## src/rtl/regfile_mp_pc_pkg.sv

```systemverilog
// Shared definitions for the multi-port register file: default geometry,
// the location of the PC inside the register array and its reset value.
package regfile_mp_pc_pkg;

  localparam int DATA_W_DEF = 16;
  localparam int ADDR_W_DEF = 3;

  localparam logic [DATA_W_DEF-1:0] PC_RESET = 16'h0000;

  // The PC always occupies the highest register index
  function automatic int pc_idx(input int addr_w);
    return (32'sd1 <<< addr_w) - 32'sd1;
  endfunction

endpackage

```

## src/rtl/regfile_mp_pc_if.sv

```systemverilog
// Decode/writeback-facing bus of the register file: write ports, read ports,
// scoreboard set and PC update path.
interface regfile_mp_pc_if #(
  parameter int DATA_W   = 16,
  parameter int ADDR_W   = 3,
  parameter int N_RD     = 2,
  parameter int N_PC_SRC = 10
);
  localparam int NREGS = 2 ** ADDR_W;

  logic                       wr0_en;
  logic [ADDR_W-1:0]          wr0_addr;
  logic [DATA_W-1:0]          wr0_data;
  logic                       wr1_en;
  logic [ADDR_W-1:0]          wr1_addr;
  logic [DATA_W-1:0]          wr1_data;
  logic [N_RD*ADDR_W-1:0]     rd_addr;
  logic [N_RD*DATA_W-1:0]     rd_data;
  logic [N_RD-1:0]            rd_busy;
  logic                       sb_set;
  logic [ADDR_W-1:0]          sb_addr;
  logic                       pc_en;
  logic [N_PC_SRC-2:0]        pc_cond;
  logic [N_PC_SRC*DATA_W-1:0] pc_src;
  logic [DATA_W-1:0]          pc_out;
  logic [NREGS-1:0]           busy_vec;

  modport master (
    output wr0_en, wr0_addr, wr0_data, wr1_en, wr1_addr, wr1_data,
    output rd_addr, sb_set, sb_addr, pc_en, pc_cond, pc_src,
    input  rd_data, rd_busy, pc_out, busy_vec
  );

  modport slave (
    input  wr0_en, wr0_addr, wr0_data, wr1_en, wr1_addr, wr1_data,
    input  rd_addr, sb_set, sb_addr, pc_en, pc_cond, pc_src,
    output rd_data, rd_busy, pc_out, busy_vec
  );

endinterface

```

## src/rtl/regfile_mp_pc_pc_next_mux.sv

```systemverilog
// Priority mux selecting the next PC: lowest asserted condition wins, the
// last source is the unconditional fallback.
module pc_next_mux #(
  parameter int N_PC_SRC = 10,
  parameter int DATA_W   = 16
) (
  input  logic [N_PC_SRC-2:0]        cond,
  input  logic [N_PC_SRC*DATA_W-1:0] src,
  output logic [DATA_W-1:0]          next_pc
);

  // Scan from highest to lowest so the lowest set condition is applied last
  always_comb begin
    next_pc = src[(N_PC_SRC-1)*DATA_W +: DATA_W];
    for (int j = N_PC_SRC - 2; j >= 0; j--) begin
      next_pc = cond[j] ? src[j*DATA_W +: DATA_W] : next_pc;
    end
  end

endmodule

```

## src/rtl/regfile_mp_pc.sv

```systemverilog
// Multi-port register file with the architectural PC in the top register,
// dual writeback ports, optional write-to-read bypass and a pending-write scoreboard.
module regfile_mp_pc
  import regfile_mp_pc_pkg::*;
#(
  parameter int DATA_W   = DATA_W_DEF,
  parameter int ADDR_W   = ADDR_W_DEF,
  parameter int N_RD     = 2,
  parameter int N_PC_SRC = 10,
  parameter int BYPASS   = 1
) (
  input logic           clk,
  input logic           rst,
  regfile_mp_pc_if.slave bus
);

  localparam int                NREGS   = 2 ** ADDR_W;
  localparam int                PC_I    = pc_idx(ADDR_W);
  localparam logic [ADDR_W-1:0] PC_ADDR = ADDR_W'(PC_I);

  logic [DATA_W-1:0] regs_r [NREGS];
  logic [NREGS-1:0]  busy_r;
  logic [DATA_W-1:0] next_pc_s;
  logic              wr0_ok_s;
  logic              wr1_ok_s;
  logic [ADDR_W-1:0] rd_a_s   [N_RD];
  logic              hit0_s   [N_RD];
  logic              hit1_s   [N_RD];

  // The PC can only change through the pc_* path, never through a write port
  assign wr0_ok_s = bus.wr0_en && (bus.wr0_addr != PC_ADDR);
  assign wr1_ok_s = bus.wr1_en && (bus.wr1_addr != PC_ADDR);

  pc_next_mux #(
    .N_PC_SRC (N_PC_SRC),
    .DATA_W   (DATA_W)
  ) u_pc_next_mux (
    .cond    (bus.pc_cond),
    .src     (bus.pc_src),
    .next_pc (next_pc_s)
  );

  // Register array and PC update; wr1 (younger load) overrides wr0 on conflict
  always_ff @(posedge clk) begin
    if (rst) begin
      for (int r = 0; r < NREGS; r++) begin
        if (r == PC_I) begin
          regs_r[r] <= DATA_W'(PC_RESET);
        end else begin
          regs_r[r] <= '0;
        end
      end
    end else begin
      for (int r = 0; r < NREGS; r++) begin
        if (r == PC_I) begin
          if (bus.pc_en) begin
            regs_r[r] <= next_pc_s;
          end
        end else if (wr1_ok_s && (bus.wr1_addr == ADDR_W'(r))) begin
          regs_r[r] <= bus.wr1_data;
        end else if (wr0_ok_s && (bus.wr0_addr == ADDR_W'(r))) begin
          regs_r[r] <= bus.wr0_data;
        end
      end
    end
  end

  // Scoreboard: a new producer (set) outranks a retiring one (clear)
  always_ff @(posedge clk) begin
    if (rst) begin
      busy_r <= '0;
    end else begin
      for (int r = 0; r < NREGS; r++) begin
        if (r == PC_I) begin
          busy_r[r] <= 1'b0;
        end else if (bus.sb_set && (bus.sb_addr == ADDR_W'(r))) begin
          busy_r[r] <= 1'b1;
        end else if ((bus.wr0_en && (bus.wr0_addr == ADDR_W'(r))) ||
                     (bus.wr1_en && (bus.wr1_addr == ADDR_W'(r)))) begin
          busy_r[r] <= 1'b0;
        end
      end
    end
  end

  // Combinational read ports with optional forwarding of same-cycle writes
  always_comb begin
    bus.rd_data = '0;
    bus.rd_busy = '0;
    rd_a_s      = '{default: '0};
    hit0_s      = '{default: 1'b0};
    hit1_s      = '{default: 1'b0};
    for (int k = 0; k < N_RD; k++) begin
      rd_a_s[k] = bus.rd_addr[k*ADDR_W +: ADDR_W];
      hit1_s[k] = (BYPASS != 0) && wr1_ok_s && (bus.wr1_addr == rd_a_s[k]);
      hit0_s[k] = (BYPASS != 0) && wr0_ok_s && (bus.wr0_addr == rd_a_s[k]);
      if (rd_a_s[k] == PC_ADDR) begin
        bus.rd_data[k*DATA_W +: DATA_W] = regs_r[PC_I];
      end else if (hit1_s[k]) begin
        bus.rd_data[k*DATA_W +: DATA_W] = bus.wr1_data;
      end else if (hit0_s[k]) begin
        bus.rd_data[k*DATA_W +: DATA_W] = bus.wr0_data;
      end else begin
        bus.rd_data[k*DATA_W +: DATA_W] = regs_r[rd_a_s[k]];
      end
      bus.rd_busy[k] = (hit0_s[k] || hit1_s[k]) ? 1'b0 : busy_r[rd_a_s[k]];
    end
  end

  assign bus.pc_out   = regs_r[PC_I];
  assign bus.busy_vec = busy_r;

endmodule

```

## src/flat_wrapper.sv

```systemverilog
// flat-port wrapper written by rule: the top's interface ports become plain ports
module regfile_mp_pc_flat import regfile_mp_pc_pkg::*;
#(
  parameter int DATA_W   = DATA_W_DEF,
  parameter int ADDR_W   = ADDR_W_DEF,
  parameter int N_RD     = 2,
  parameter int N_PC_SRC = 10,
  parameter int BYPASS   = 1
)
  (clk, rst, bus_wr0_en, bus_wr0_addr, bus_wr0_data, bus_wr1_en, bus_wr1_addr, bus_wr1_data, bus_rd_addr, bus_sb_set, bus_sb_addr, bus_pc_en, bus_pc_cond, bus_pc_src, bus_rd_data, bus_rd_busy, bus_pc_out, bus_busy_vec);
  regfile_mp_pc_if #(.DATA_W(DATA_W), .ADDR_W(ADDR_W), .N_RD(N_RD), .N_PC_SRC(N_PC_SRC)) bus_i ();
  input logic clk;
  input logic rst;
  input wire logic [$bits(bus_i.wr0_en)-1:0] bus_wr0_en;
  input wire logic [$bits(bus_i.wr0_addr)-1:0] bus_wr0_addr;
  input wire logic [$bits(bus_i.wr0_data)-1:0] bus_wr0_data;
  input wire logic [$bits(bus_i.wr1_en)-1:0] bus_wr1_en;
  input wire logic [$bits(bus_i.wr1_addr)-1:0] bus_wr1_addr;
  input wire logic [$bits(bus_i.wr1_data)-1:0] bus_wr1_data;
  input wire logic [$bits(bus_i.rd_addr)-1:0] bus_rd_addr;
  input wire logic [$bits(bus_i.sb_set)-1:0] bus_sb_set;
  input wire logic [$bits(bus_i.sb_addr)-1:0] bus_sb_addr;
  input wire logic [$bits(bus_i.pc_en)-1:0] bus_pc_en;
  input wire logic [$bits(bus_i.pc_cond)-1:0] bus_pc_cond;
  input wire logic [$bits(bus_i.pc_src)-1:0] bus_pc_src;
  output wire logic [$bits(bus_i.rd_data)-1:0] bus_rd_data;
  output wire logic [$bits(bus_i.rd_busy)-1:0] bus_rd_busy;
  output wire logic [$bits(bus_i.pc_out)-1:0] bus_pc_out;
  output wire logic [$bits(bus_i.busy_vec)-1:0] bus_busy_vec;
  assign bus_i.wr0_en = bus_wr0_en;
  assign bus_i.wr0_addr = bus_wr0_addr;
  assign bus_i.wr0_data = bus_wr0_data;
  assign bus_i.wr1_en = bus_wr1_en;
  assign bus_i.wr1_addr = bus_wr1_addr;
  assign bus_i.wr1_data = bus_wr1_data;
  assign bus_i.rd_addr = bus_rd_addr;
  assign bus_i.sb_set = bus_sb_set;
  assign bus_i.sb_addr = bus_sb_addr;
  assign bus_i.pc_en = bus_pc_en;
  assign bus_i.pc_cond = bus_pc_cond;
  assign bus_i.pc_src = bus_pc_src;
  assign bus_rd_data = bus_i.rd_data;
  assign bus_rd_busy = bus_i.rd_busy;
  assign bus_pc_out = bus_i.pc_out;
  assign bus_busy_vec = bus_i.busy_vec;
  regfile_mp_pc #(.DATA_W(DATA_W), .ADDR_W(ADDR_W), .N_RD(N_RD), .N_PC_SRC(N_PC_SRC), .BYPASS(BYPASS)) u_core (.clk(clk), .rst(rst), .bus(bus_i));
endmodule
```

## config.mk

```make
export PLATFORM = sky130hd
export DESIGN_NAME = regfile_mp_pc_flat
export DESIGN_NICKNAME = d
export VERILOG_FILES = /design/src/rtl/regfile_mp_pc_pkg.sv /design/src/rtl/regfile_mp_pc_if.sv /design/src/rtl/regfile_mp_pc_pc_next_mux.sv /design/src/rtl/regfile_mp_pc.sv /design/src/flat_wrapper.sv
export SDC_FILE = /design/constraint.sdc
export NUM_CORES = 1
export LEC_CHECK = 0
export ABC_AREA = 1
export CORE_ASPECT_RATIO = 1.2
export CORE_MARGIN = 4
export CORE_UTILIZATION = 46
export CTS_BUF_LIST = sky130_fd_sc_hd__clkbuf_2
export DETAILED_ROUTE_END_ITERATION = 12
export PLACE_DENSITY = 0.75
export SYNTH_ARGS = -nofsm -noshare
export SYNTH_HDL_FRONTEND = slang
export SYNTH_SLANG_ARGS = --single-unit
```

## constraint.sdc

```tcl
create_clock -name clk -period 1.6 [get_ports clk]
set_input_delay 0.16 -clock clk [delete_from_list [all_inputs] [get_ports clk]]
set_output_delay 0.16 -clock clk [all_outputs]
set_load 0.005 [all_outputs]
```

==> impl_metrics.env <==
export IMPL_io_pins=280
export IMPL_fmax_mhz=443
export IMPL_final_layout_size_suffix_gt1_frac=0.247
export IMPL_area_growth_pct=50.8
export IMPL_ff2ff_path_depth=6
export IMPL_fin_crit_ns=2.25
export IMPL_yosys_warnings=0
export IMPL_use_met1=0.463
export IMPL_grt_start_max_net_pins=33
export IMPL_cts_tree="built"
export IMPL_setup_violations=48
export IMPL_hold_end="u_core.bus.busy_vec[0]"
export IMPL_p_per_area_nw_per_um2=643
export IMPL_gp_congestion=1.03
export IMPL_endpoint_kind="primary output"
export IMPL_wl_per_cell_um=21.4
export IMPL_p_int_uw=6870
export IMPL_top_usage_layer="met2"
export IMPL_grt_overflow_total=0
export IMPL_grt_use_total=0.363
export IMPL_irDropWorstVdd_mv=0.336
export IMPL_dr_first_iter_drc_count=1696
export IMPL_dr_pass1_iters=7
export IMPL_dieArea_sq_um=26000
export IMPL_nets=2184
export IMPL_synthCells=1534
export IMPL_seq_area_frac_synth=0.369
export IMPL_fp_coreArea_sq_um=23100
export IMPL_synth_fp_nets=1756
export IMPL_vias=13300
export IMPL_maxCapViolations=0
export IMPL_synth_cell_types=38
export IMPL_swShare=0.344
export IMPL_cts_buffers=17
export IMPL_power_uw=10500
export IMPL_synth_edf_count=128
export IMPL_pwr_share_clk=0.224
export IMPL_violations="setup timing"
export IMPL_drtAntennaViolNets=0
export IMPL_htreeDepth=4
export IMPL_combinationalPowerShare=0.359
export IMPL_grt_pass1_vias=12600
export IMPL_cp_required_ns=1.44
export IMPL_synth_cell_area_sq_um=10800
export IMPL_io_buffers=278
export IMPL_crit_path_start_kind="flip-flop"
export IMPL_r2r_slack_ns=0.50
export IMPL_fin_ws_ns=-0.655
export IMPL_leakage_uw=0.00703
export IMPL_hold_viol_final=0
export IMPL_rows=61
export IMPL_synth_top_flop_cell="edfxtp_1"
export IMPL_p_seq_frac=0.417
export IMPL_syn_area_per_cell_sq_um=7.03
export IMPL_clockBufferDepth=2
export IMPL_skew_ns=0
export IMPL_worstHoldPathCells=3
export IMPL_status="complete, but fails checks"
export IMPL_clock_latency_ns=0.72
export IMPL_clock_tree_root_cell="clkbuf_2"
export IMPL_preCtsSetupSlack_ns=-1.06
export IMPL_fin_crit_sh=1.41
export IMPL_fin_cells=2292
export IMPL_die_w_um=148
export IMPL_die_h_um=176
export IMPL_start_util=0.466
export IMPL_place_inst=2235
export IMPL_p_sw_uw=3600
export IMPL_worstPathArrival_ns=2.09
export IMPL_antenna_found_initial=2
export IMPL_num_fill_cells=1958
export IMPL_r2r_start="u_core.bus.busy_vec[5]"
export IMPL_hp_class="in2reg"
export IMPL_rsz0062_at_grt="true"
export IMPL_synthArstFlopShare=0
export IMPL_wirelength_um=49100
export IMPL_routed_via_density=5.81
export IMPL_grt_use_met3=0.0952
export IMPL_grt_pass1_wl_um=72400
export IMPL_cts_sinks=135
export IMPL_hpwlAfterDp_um=37500
export IMPL_drcViolationCount=0
export IMPL_crit_fanout=2
export IMPL_path_class="reg2out"
export IMPL_ys_seq_elements=135
export IMPL_hold_start="bus_sb_set"
export IMPL_slew_viol_final=0
export IMPL_clkTransAtPathRegs_ns=0.22
export IMPL_grt_util_met2=0.587
export IMPL_r2r_end="u_core.bus.busy_vec[5]"
export IMPL_tns_ns=-19.90
metrics by stage:
step | hold WS (ns) | utilization | area (sq um)
after floorplan | 0.261 | - | 10800
after global placement | 0.520 | 0.671 | 15500
after detailed placement | 0.520 | 0.671 | 15500
after CTS | 0.0309 | 0.695 | 16100
after global routing | 0.0541 | 0.703 | 16300
final | 0.0911 | 0.703 | 16300
final cells by class:
type,count,area (sq um),share of cell area
tap,315,394,0.0242
clock inverter,14,175,0.0108
clock buffer,18,90.1,0.00554
multi-input combinational,1101,5920,0.364
inverter,178,668,0.0411
timing repair buffer,529,5020,0.309
sequential,135,3990,0.245
antenna,2,5.00,0.000308
how the worst max path moves through the flow:
stage / startpoint / to / cells after the start
3_3_place_gp: bus_wr0_addr[2] / bus_rd_data[2] / 8
4_1_cts: u_core.regs_r[7][9] / bus_rd_data[25] / 8
5_1_grt: u_core.regs_r[7][12] / bus_rd_data[12] / 8
2_1_floorplan: rst / u_core.regs_r[4][0] / 5
6_report: u_core.regs_r[7][12] / bus_rd_data[12] / 8
3_5_place_dp: bus_wr0_addr[2] / bus_rd_data[2] / 8
cell families after synthesis:
group,synth area share
and+or+nand+nor,0.234
AOI/OAI and AO/OA,0.275
buffers and inverters,0.113
DFF,0.369
xor gates and xnor gates,0.00812
other,0.000348
synthesized netlist by cell type, types with 2 or more instances:
| cell | count | area, sq um |
|---|---|---|
| nand2_1 | 274 | 1030 |
| o21ai_0 | 170 | 851 |
| inv_1 | 168 | 631 |
| nor2_1 | 151 | 567 |
| a21oi_1 | 142 | 711 |
| nand3_1 | 136 | 681 |
| edfxtp_1 | 128 | 3840 |
| a211oi_1 | 66 | 495 |
| clkbuf_1 | 57 | 214 |
| o211ai_1 | 55 | 413 |
| buf_2 | 47 | 235 |
| or2_2 | 17 | 106 |
| o22ai_1 | 16 | 100 |
| a31oi_1 | 15 | 93.8 |
| a211oi_2 | 14 | 175 |
| buf_4 | 11 | 82.6 |
| inv_2 | 8 | 30.0 |
| o21ai_1 | 8 | 40.0 |
| dfxtp_1 | 7 | 140 |
| buf_1 | 6 | 22.5 |
| xor2_1 | 6 | 52.6 |
| o31ai_1 | 4 | 30.0 |
| xnor2_1 | 4 | 35.0 |
| nand4_2 | 3 | 37.5 |
| a21oi_2 | 2 | 17.5 |
| clkinv_1 | 2 | 7.51 |
| nand2_2 | 2 | 12.5 |
| nand3_2 | 2 | 20.0 |
| nor2_2 | 2 | 12.5 |
| nor3_1 | 2 | 10.0 |
| o32ai_1 | 2 | 17.5 |
what timing repair did:
action,CTS,global route
setup buffers,30,12
hold endpoints to repair,2,0
endpoints found under the setup margin,57,52
hold buffers,3,0
pin swaps,87,66
resized for setup,379,78
gates cloned,0,1
critical path, stage by stage (launching register included):
cell and delay (ns):
edfxtp_1 0.48, buf_6 0.14, nor2_2 0.03, o211ai_1 0.25, nand3_1 0.10, o21ai_1 0.08, nand2_1 0.07, o21ai_2 0.07
buf_2 0.13
power by group through the flow:
stage / Clock, uW / Combinational (uW) / Sequential, uW
3_5_place_dp: 0 / 3470 / 4420
3_3_place_gp: 0 / 3450 / 4410
6_report: 2340 / 3760 / 4360
5_1_grt: 2490 / 4000 / 4380
2_1_floorplan: 0 / 1410 / 4350
4_1_cts: 2320 / 3600 / 4340
per-layer routing:
metal / vias up / wire, um
li1: 6163 / -
met1: 6091 / 18000
met2: 915 / 22700
met3: 140 / 6350
met4: 0 / 2080
met5: - / 0
state kept, by name, indices dropped and copies added, names as in the netlist:
name / flops
u_core.bus.busy_vec: 7
u_core.regs_r: 128
cell usage in the layout, fill, tap and decap left out, types with 16 or more instances in the layout:
cell type and n:
o211ai_1 55, a21oi_2 16, o21ai_0 100, buf_2 40
o21ai_2 17, nor2_1 138, buf_12 31, nand2_1 267
nand3_2 16, buf_6 53, inv_1 151, o22ai_1 16
a211oi_1 66, buf_4 181, o21ai_1 61, clkdlybuf4s50_1 216
a21oi_1 127, clkbuf_2 18, inv_2 25, nand3_1 122
edfxtp_1 128, or2_2 17
Note: power is estimated with default switching activity, not from simulation.
